--- src/rtl/comparator_pkg.sv ---
// Shared types for the sequential magnitude comparator: FSM states and
// the {eq,gt,lt} result encodings used by the datapath and by checkers.
package comparator_pkg;

  typedef enum logic [1:0] {
    IDLE = 2'd0,
    CMP  = 2'd1,
    DONE = 2'd2
  } state_e;

  // Result vectors are ordered {eq, gt, lt}; exactly one bit is set.
  localparam logic [2:0] RES_EQ = 3'b100;
  localparam logic [2:0] RES_GT = 3'b010;
  localparam logic [2:0] RES_LT = 3'b001;

endpackage

--- src/rtl/comparator_bit_cell.sv ---
// Combinational 1-bit magnitude compare cell; the sequential comparator
// walks one instance of it across the captured operands MSB-first.
module comparator_bit_cell (
  input  logic a,
  input  logic b,
  output logic eq,
  output logic gt,
  output logic lt
);

  assign eq = ~(a ^ b);
  assign gt = a & ~b;
  assign lt = ~a & b;

endmodule

--- src/rtl/comparator_seq_mag.sv ---
// Bit-serial unsigned magnitude comparator: captures an operand pair, scans
// MSB-first with one shared bit cell and stops at the first differing bit.
module comparator_seq_mag
  import comparator_pkg::*;
#(
  parameter int WIDTH = 8,
  parameter int CNT_W = $clog2(WIDTH + 1)
) (
  input  logic             clk,
  input  logic             rst_n,
  input  logic             in_valid,
  output logic             in_ready,
  input  logic [WIDTH-1:0] a,
  input  logic [WIDTH-1:0] b,
  output logic             out_valid,
  input  logic             out_ready,
  output logic             eq,
  output logic             gt,
  output logic             lt,
  output logic [CNT_W-1:0] nbits
);

  localparam int IDX_W = (WIDTH > 1) ? $clog2(WIDTH) : 1;

  // Handshakes: a transfer happens on a rising edge where valid && ready.
  // Producers hold valid and data stable until the transfer; in_ready is high
  // only in IDLE and out_valid only in DONE, so accept and handoff never overlap.

  state_e             state_q;
  logic [WIDTH-1:0]   a_q, b_q;
  logic [IDX_W-1:0]   idx_q;
  logic [CNT_W-1:0]   cnt_q, cnt_d;
  logic               in_ready_q, out_valid_q;
  logic               eq_q, gt_q, lt_q;
  logic [CNT_W-1:0]   nbits_q;
  logic               cell_eq, cell_gt, cell_lt;

  comparator_bit_cell u_cell (
    .a  (a_q[idx_q]),
    .b  (b_q[idx_q]),
    .eq (cell_eq),
    .gt (cell_gt),
    .lt (cell_lt)
  );

  assign cnt_d = cnt_q + 1'b1;

  always_ff @(posedge clk or negedge rst_n) begin
    if (!rst_n) begin
      state_q     <= IDLE;
      a_q         <= '0;
      b_q         <= '0;
      idx_q       <= '0;
      cnt_q       <= '0;
      in_ready_q  <= 1'b1;
      out_valid_q <= 1'b0;
      eq_q        <= 1'b0;
      gt_q        <= 1'b0;
      lt_q        <= 1'b0;
      nbits_q     <= '0;
    end else begin
      case (state_q)
        IDLE: begin
          if (in_valid && in_ready_q) begin
            a_q        <= a;
            b_q        <= b;
            idx_q      <= IDX_W'(WIDTH - 1);
            cnt_q      <= '0;
            in_ready_q <= 1'b0;
            state_q    <= CMP;
          end
        end
        CMP: begin
          cnt_q <= cnt_d;
          // A differing bit decides immediately; the idx==0 exit wins over
          // decrementing so idx never wraps.
          if (!cell_eq) begin
            eq_q        <= 1'b0;
            gt_q        <= cell_gt;
            lt_q        <= cell_lt;
            nbits_q     <= cnt_d;
            out_valid_q <= 1'b1;
            state_q     <= DONE;
          end else if (idx_q == '0) begin
            eq_q        <= 1'b1;
            gt_q        <= 1'b0;
            lt_q        <= 1'b0;
            nbits_q     <= CNT_W'(WIDTH);
            out_valid_q <= 1'b1;
            state_q     <= DONE;
          end else begin
            idx_q <= idx_q - 1'b1;
          end
        end
        DONE: begin
          if (out_ready) begin
            out_valid_q <= 1'b0;
            eq_q        <= 1'b0;
            gt_q        <= 1'b0;
            lt_q        <= 1'b0;
            in_ready_q  <= 1'b1;
            state_q     <= IDLE;
          end
        end
        default: begin
          out_valid_q <= 1'b0;
          eq_q        <= 1'b0;
          gt_q        <= 1'b0;
          lt_q        <= 1'b0;
          in_ready_q  <= 1'b1;
          state_q     <= IDLE;
        end
      endcase
    end
  end

  assign in_ready  = in_ready_q;
  assign out_valid = out_valid_q;
  assign eq        = eq_q;
  assign gt        = gt_q;
  assign lt        = lt_q;
  assign nbits     = nbits_q;

endmodule

--- config.mk ---
export PLATFORM = sky130hd
export DESIGN_NAME = comparator_seq_mag
export DESIGN_NICKNAME = d
export VERILOG_FILES = /design/src/rtl/comparator_pkg.sv /design/src/rtl/comparator_bit_cell.sv /design/src/rtl/comparator_seq_mag.sv
export SDC_FILE = /design/constraint.sdc
export NUM_CORES = 1
export LEC_CHECK = 0
export ABC_AREA = 1
export CAP_MARGIN = 15
export CORE_MARGIN = 2
export CORE_UTILIZATION = 50
export CTS_BUF_LIST = sky130_fd_sc_hd__clkbuf_4 sky130_fd_sc_hd__clkbuf_8 sky130_fd_sc_hd__clkbuf_16
export DETAILED_ROUTE_END_ITERATION = 6
export PLACE_DENSITY = 0.8
export REMOVE_ABC_BUFFERS = 1
export SYNTH_ARGS = -nofsm -noshare
export SYNTH_HDL_FRONTEND = slang
export SYNTH_SLANG_ARGS = --single-unit
--- constraint.sdc ---
create_clock -name clk -period 3.6 [get_ports clk]
set_input_delay 0.36 -clock clk [delete_from_list [all_inputs] [get_ports clk]]
set_output_delay 0.36 -clock clk [all_outputs]
set_load 0.1 [all_outputs]
# Yosys cells after proc, flatten, opt, wreduce, memory -nomap -nowiden
# Index checks and enable logic that the tools add are counted.
dict set report totals {
  register_bits 34
  in_bits 20
  elab_cells 71
  output_inout_bits 9
}
dict set report op_classes {
  bitwise_logic 7
  magnitude_cmp 1
  n_eq_ne 7
  n_mux 31
  addsub 2
  n_reduce_logical 12
}
# op n
set ops {}
lappend ops {{$pmux W1 S3} 5}
lappend ops {{$mux W4} 3}
lappend ops {{$mux W1} 11}
lappend ops {{$mux W3} 3}
lappend ops {{$reduce_and A3 Y1} 3}
lappend ops {{$mux W2} 4}
lappend ops {{$ne A2 B2 Y1 const B} 4}
lappend ops {{$pmux W4 S2} 1}
lappend ops {{$bmux W1 S3} 2}
lappend ops {{$pmux W2 S3} 1}
lappend ops {{$pmux W3 S2} 1}
lappend ops {{$reduce_and A2 Y1} 3}
lappend ops {{$add A4 B1 Y4 const B} 1}
lappend ops {{$lt A3 B4 Y1 const B} 1}
lappend ops {{$not A1 Y1} 4}
lappend ops {{$reduce_and A4 Y1} 1}
lappend ops {{$reduce_bool A2 Y1} 2}
lappend ops {{$logic_not A3 Y1} 1}
lappend ops {{$ne A3 B3 Y1 const B} 1}
lappend ops {{$sub A3 B1 Y3 const B} 1}
lappend ops {{$and A1 B1 Y1} 2}
lappend ops {{$eq A2 B1 Y1 const B} 1}
lappend ops {{$eq A2 B2 Y1 const B} 1}
lappend ops {{$logic_not A2 Y1} 1}
lappend ops {{other kinds (2)} 2}

# Depth between registers and ports, before layout
dict set report logic_depth {
  ltp_word 6
  depth_mapped 14
  mapped_depth_nobuf 13
}

# Cells and area by module
# Synthesis repeated with hierarchy kept, for this count alone.
dict set report hier_totals {
  hier_cells 203
  area_unflattened_um2 1741.7
}
# mod seq_area_each_um2 n_inst area_each_um2 cells_each
set by_module_without_submodules {}
lappend by_module_without_submodules {comparator_seq_mag 852.1 1 1709.1 199}
lappend by_module_without_submodules {comparator_bit_cell 0.0 1 32.5 4}

# Least setup slack after synthesis
# OpenSTA, ideal clock, no wires.
dict set report synth_path {
  path_type {reg2reg}
  startpoint {reg idx_q[0]}
  endpoint {reg eq_q, in the netlist eq}
  path_buffers 1
  setup_time_ns 0.067
  period_less_slack_ns 1.837
  arrival_ns 1.770
  stages_incl_launch_ff 15
  required_time_ns 3.533
  path_slack_ns 1.763
  path_cell_list {dfrtp_1 buf_2 inv_2 nand2_1 nand3_1 nand2_1 nand2_1 nand2_1 ha_1 inv_1 a21oi_1 nand2_2 nand2_2 nand2_1 nand2_1}
}
dict set report synth_via {
  elab_chain_cells 5
  word_cells_on_any_way 10
  classes_between {eq/ne: 1; mux: 6; bitwise: 1; reduce/logical: 2}
}
# element line_no
set synth_lines {}
lappend synth_lines {{start, declared} comparator_seq_mag.sv:31} ;# logic [IDX_W-1:0] idx_q;
lappend synth_lines {{start signal, assigned} comparator_seq_mag.sv:67} ;# idx_q <= IDX_W'(WIDTH - 1);
lappend synth_lines {{start signal, assigned} comparator_seq_mag.sv:92} ;# idx_q <= idx_q - 1'b1;
lappend synth_lines {{$bmux W1 S3, on equally long branches} {comparator_seq_mag.sv:39, comparator_seq_mag.sv:40}}
lappend synth_lines {{$mux W1, on equally long branches} {comparator_seq_mag.sv:39, comparator_seq_mag.sv:40}}
lappend synth_lines {{$xor A1 B1 Y1} comparator_bit_cell.sv:11} ;# assign eq = ~(a ^ b);
lappend synth_lines {{$ne A3 B3 Y1 (no source line) or $mux W1 (tied branches)} n/a}
lappend synth_lines {{$reduce_and A3 Y1 (no source line) or $pmux W1 S3 (tied branches)} n/a}
lappend synth_lines {{end signal, assigned} comparator_seq_mag.sv:57} ;# eq_q <= 1'b0;
lappend synth_lines {{end signal, assigned} comparator_seq_mag.sv:78} ;# eq_q <= 1'b0;
lappend synth_lines {{end signal, assigned} comparator_seq_mag.sv:85} ;# eq_q <= 1'b1;
lappend synth_lines {{end, declared} comparator_seq_mag.sv:34} ;# logic eq_q, gt_q, lt_q;
# Parallel ways exist; a longest one is shown, timed or not. The select of a mux whose other input is x is not followed.
# A chain may end at the register's enable or synchronous reset.

# Worst setup path in the final report
dict set report layout_path {
  startpoint {reg in_ready_q, in the netlist in_ready}
  endpoint {out in_ready}
}
# element line_no
set layout_rtl {}
lappend layout_rtl {{start, declared} comparator_seq_mag.sv:33} ;# logic in_ready_q, out_valid_q;
lappend layout_rtl {{start signal, assigned} comparator_seq_mag.sv:55} ;# in_ready_q <= 1'b1;
lappend layout_rtl {{start signal, assigned} comparator_seq_mag.sv:69} ;# in_ready_q <= 1'b0;
lappend layout_rtl {{start signal, assigned} comparator_seq_mag.sv:101} ;# in_ready_q <= 1'b1;
lappend layout_rtl {{end, declared} comparator_seq_mag.sv:12} ;# output logic in_ready,
# No word-level cell between the ends.

==> reports/metrics.cfg <==
[status]
outcome=completed

[clocking]
numCtsBuffers=5
cts.sinks=34
postCtsSetupBuffers=0
clk_latency_ns=0.29
htree_levels=2
cts_hold_buf=0
cts_buffer_depth=2
ctsRootBufferMaster=clkbuf_8
cts_tree=done
cts-resized-gates=0
clkTransAtPathRegs_ns=0.06

[sta]
fin_crit_sh_pct=64.3
hold_violations=0
report.final.slew_viol_count=0
rsz0062_at_grt=no
fin_hold_ws_ns=0.469
fin_skew_ns=0.00395
slew_headroom_pct=34.9
setup_tns_ns=0
fmax_mhz=432
fin_crit_ns=2.31
setup_viol=0
worst_slew_pin_slew_ns=0.974

[floorplanning]
dieArea_mm2=0.00418
start_util_pct=51.1
die_x_um=64.7
num_io_pins=29
fp.coreArea_mm2=0.00361
rows=22
die_h_um=64.7

[setup_path]
critPathCaptureType=output pin
path_cells=clkdlybuf4s50_1
required_ns=3.24
critPathLaunchType=flip-flop
crit_type=flip-flop to output pin
cp_top_family=buffers and inverters
worst_path_largest_cell_delay_ns=1.12
cp.arrival_ns=1.95
crit_buf_inv=1
cp_max_fo=3
crit_slowest_cell=clkdlybuf4s50_1

[routing]
wl_per_cell_um=10.7
drtAntennaViolNets=0
routed_wl_um=3220
viasPerCell=4.80
dr.pass1.iters=4
first_iter_violations=68
vias=1444
drc=0

[run]
cap_viol_max_count=0

[power_and_ir_drop]
power.density_mw_per_mm2=1030
ir_drop_uv=356
leakagePower_uw=0.00115

[worst_hold_path]
min_path_type=flip-flop to flip-flop

[logic_synthesis]
ys_types=22
seq_area_frac_synth_pct=46.3
synth_seq_cells=34
netlist_area_mm2=0.00184
yosys_warnings=0
syn_avg_cell_area_um2=8.30
synth_cells=222

[cells_and_area]
nets=278
n_antenna_cell=0
post_route_cells_drive_above_1_share_pct=22.1
area_growth_pct=21.1

[place]
portBuffers=28
gp_congestion=0.844
detailed_place_hpwl_um=2340

[global_routing]
grt_pass1_wl_um=5850
grtUsageTotal_pct=18.1
grt_overflow=0
grt_pass1_vias=1389
antenna_found_initial=0
grt_start_max_net_pins=35

path summary, 6_finish.rpt:
check	start	end	slack, ns	cells after the start
min	eq$_DFFE_PN0P_	eq$_DFFE_PN0P_	0.47	2
max reg2reg	idx_q[0]$_DFFE_PN0P_	nbits[3]$_DFFE_PN0P_	1.54	11
min in group asynchronous	rst_n	gt$_DFFE_PN0P_	0.48	2
min reg2reg	eq$_DFFE_PN0P_	eq$_DFFE_PN0P_	0.47	2
max in group asynchronous	rst_n	in_ready$_DFFE_PN1P_	2.80	2
max	in_ready$_DFFE_PN1P_	in_ready	1.29	1
routing by layer:
metal	wire length, um	part of all wire, %	vias to the layer above	GRT usage (%)
met2	1550	48	28	30.1
met3	147	4.6	6	5.73
met5	0	0	-	0
li1	-	-	745	-
met4	49	1.5	0	6.38
met1	1470	46	665	22.3
cell usage in the layout (no fill, tap or decap), types with 3 or more instances in the layout:
cell,n
nand2_1,69
dfrtp_1,33
inv_1,29
clkdlybuf4s50_1,28
nand3_1,20
nand2_2,20
o21ai_2,17
o21ai_1,6
ha_1,5
clkbuf_8,5
nor2_1,4
inv_2,3
final cells by class:
cell class,count,area (um2)
clock buffers,7,83.8
well taps,48,60.1
fillers,315,1380
multi-input cells,150,820
flip-flops and latches,34,852
inverters,33,126
repair buffers,29,288
sequential cells by signal, indices dropped and copies added (netlist names):
| signal | cells |
|---|---|
| a_q | 8 |
| eq | 1 |
| b_q | 8 |
| nbits | 4 |
| gt | 1 |
| lt | 1 |
| cnt_q | 4 |
| idx_q | 3 |
| in_ready | 1 |
| state_q | 2 |
| out_valid | 1 |
metrics by stage:
| stage | total power [uW] | instances | cell area [um2] | worst slack [ns] | utilization (%) |
|---|---|---|---|---|---|
| 6_report | 2290 | 301 | 2230 | 1.29 | 61.8 |
| 2_1_floorplan | 1740 | 217 | 1800 | 1.78 | - |
| 4_1_cts | 2320 | 301 | 2230 | 1.28 | 61.8 |
| 3_5_place_dp | 2030 | 294 | 2150 | 1.56 | 59.5 |
| 3_3_place_gp | 2010 | 294 | 2150 | 1.60 | 59.5 |
| 5_1_grt | 2500 | 301 | 2230 | 1.25 | 61.8 |
where the power goes:
part | switching (uW) | internal (uW) | total (uW)
clock network | 124 | 148 | 271
logic | 931 | 411 | 1340
registers | 116 | 565 | 680
cells by family after synthesis:
kind of cell,synth area share [%]
simple gates,31.1
buf+inv,9.24
fa+ha+maj,3.40
flops,46.3
compound gates,9.99
Yosys cell counts (all sizes together):
library cell,count,area share [%]
inv,33,6.9
a21oi,1,0.27
o21ai,23,9.7
nand4,1,0.34
dfrtp,33,45
or2,2,0.68
nor2,8,3.2
dfstp,1,1.4
nand3,20,5.4
ha,5,3.4
buf,5,2.4
nand2,90,21
No activity file was read; power rests on OpenSTA's default activity.
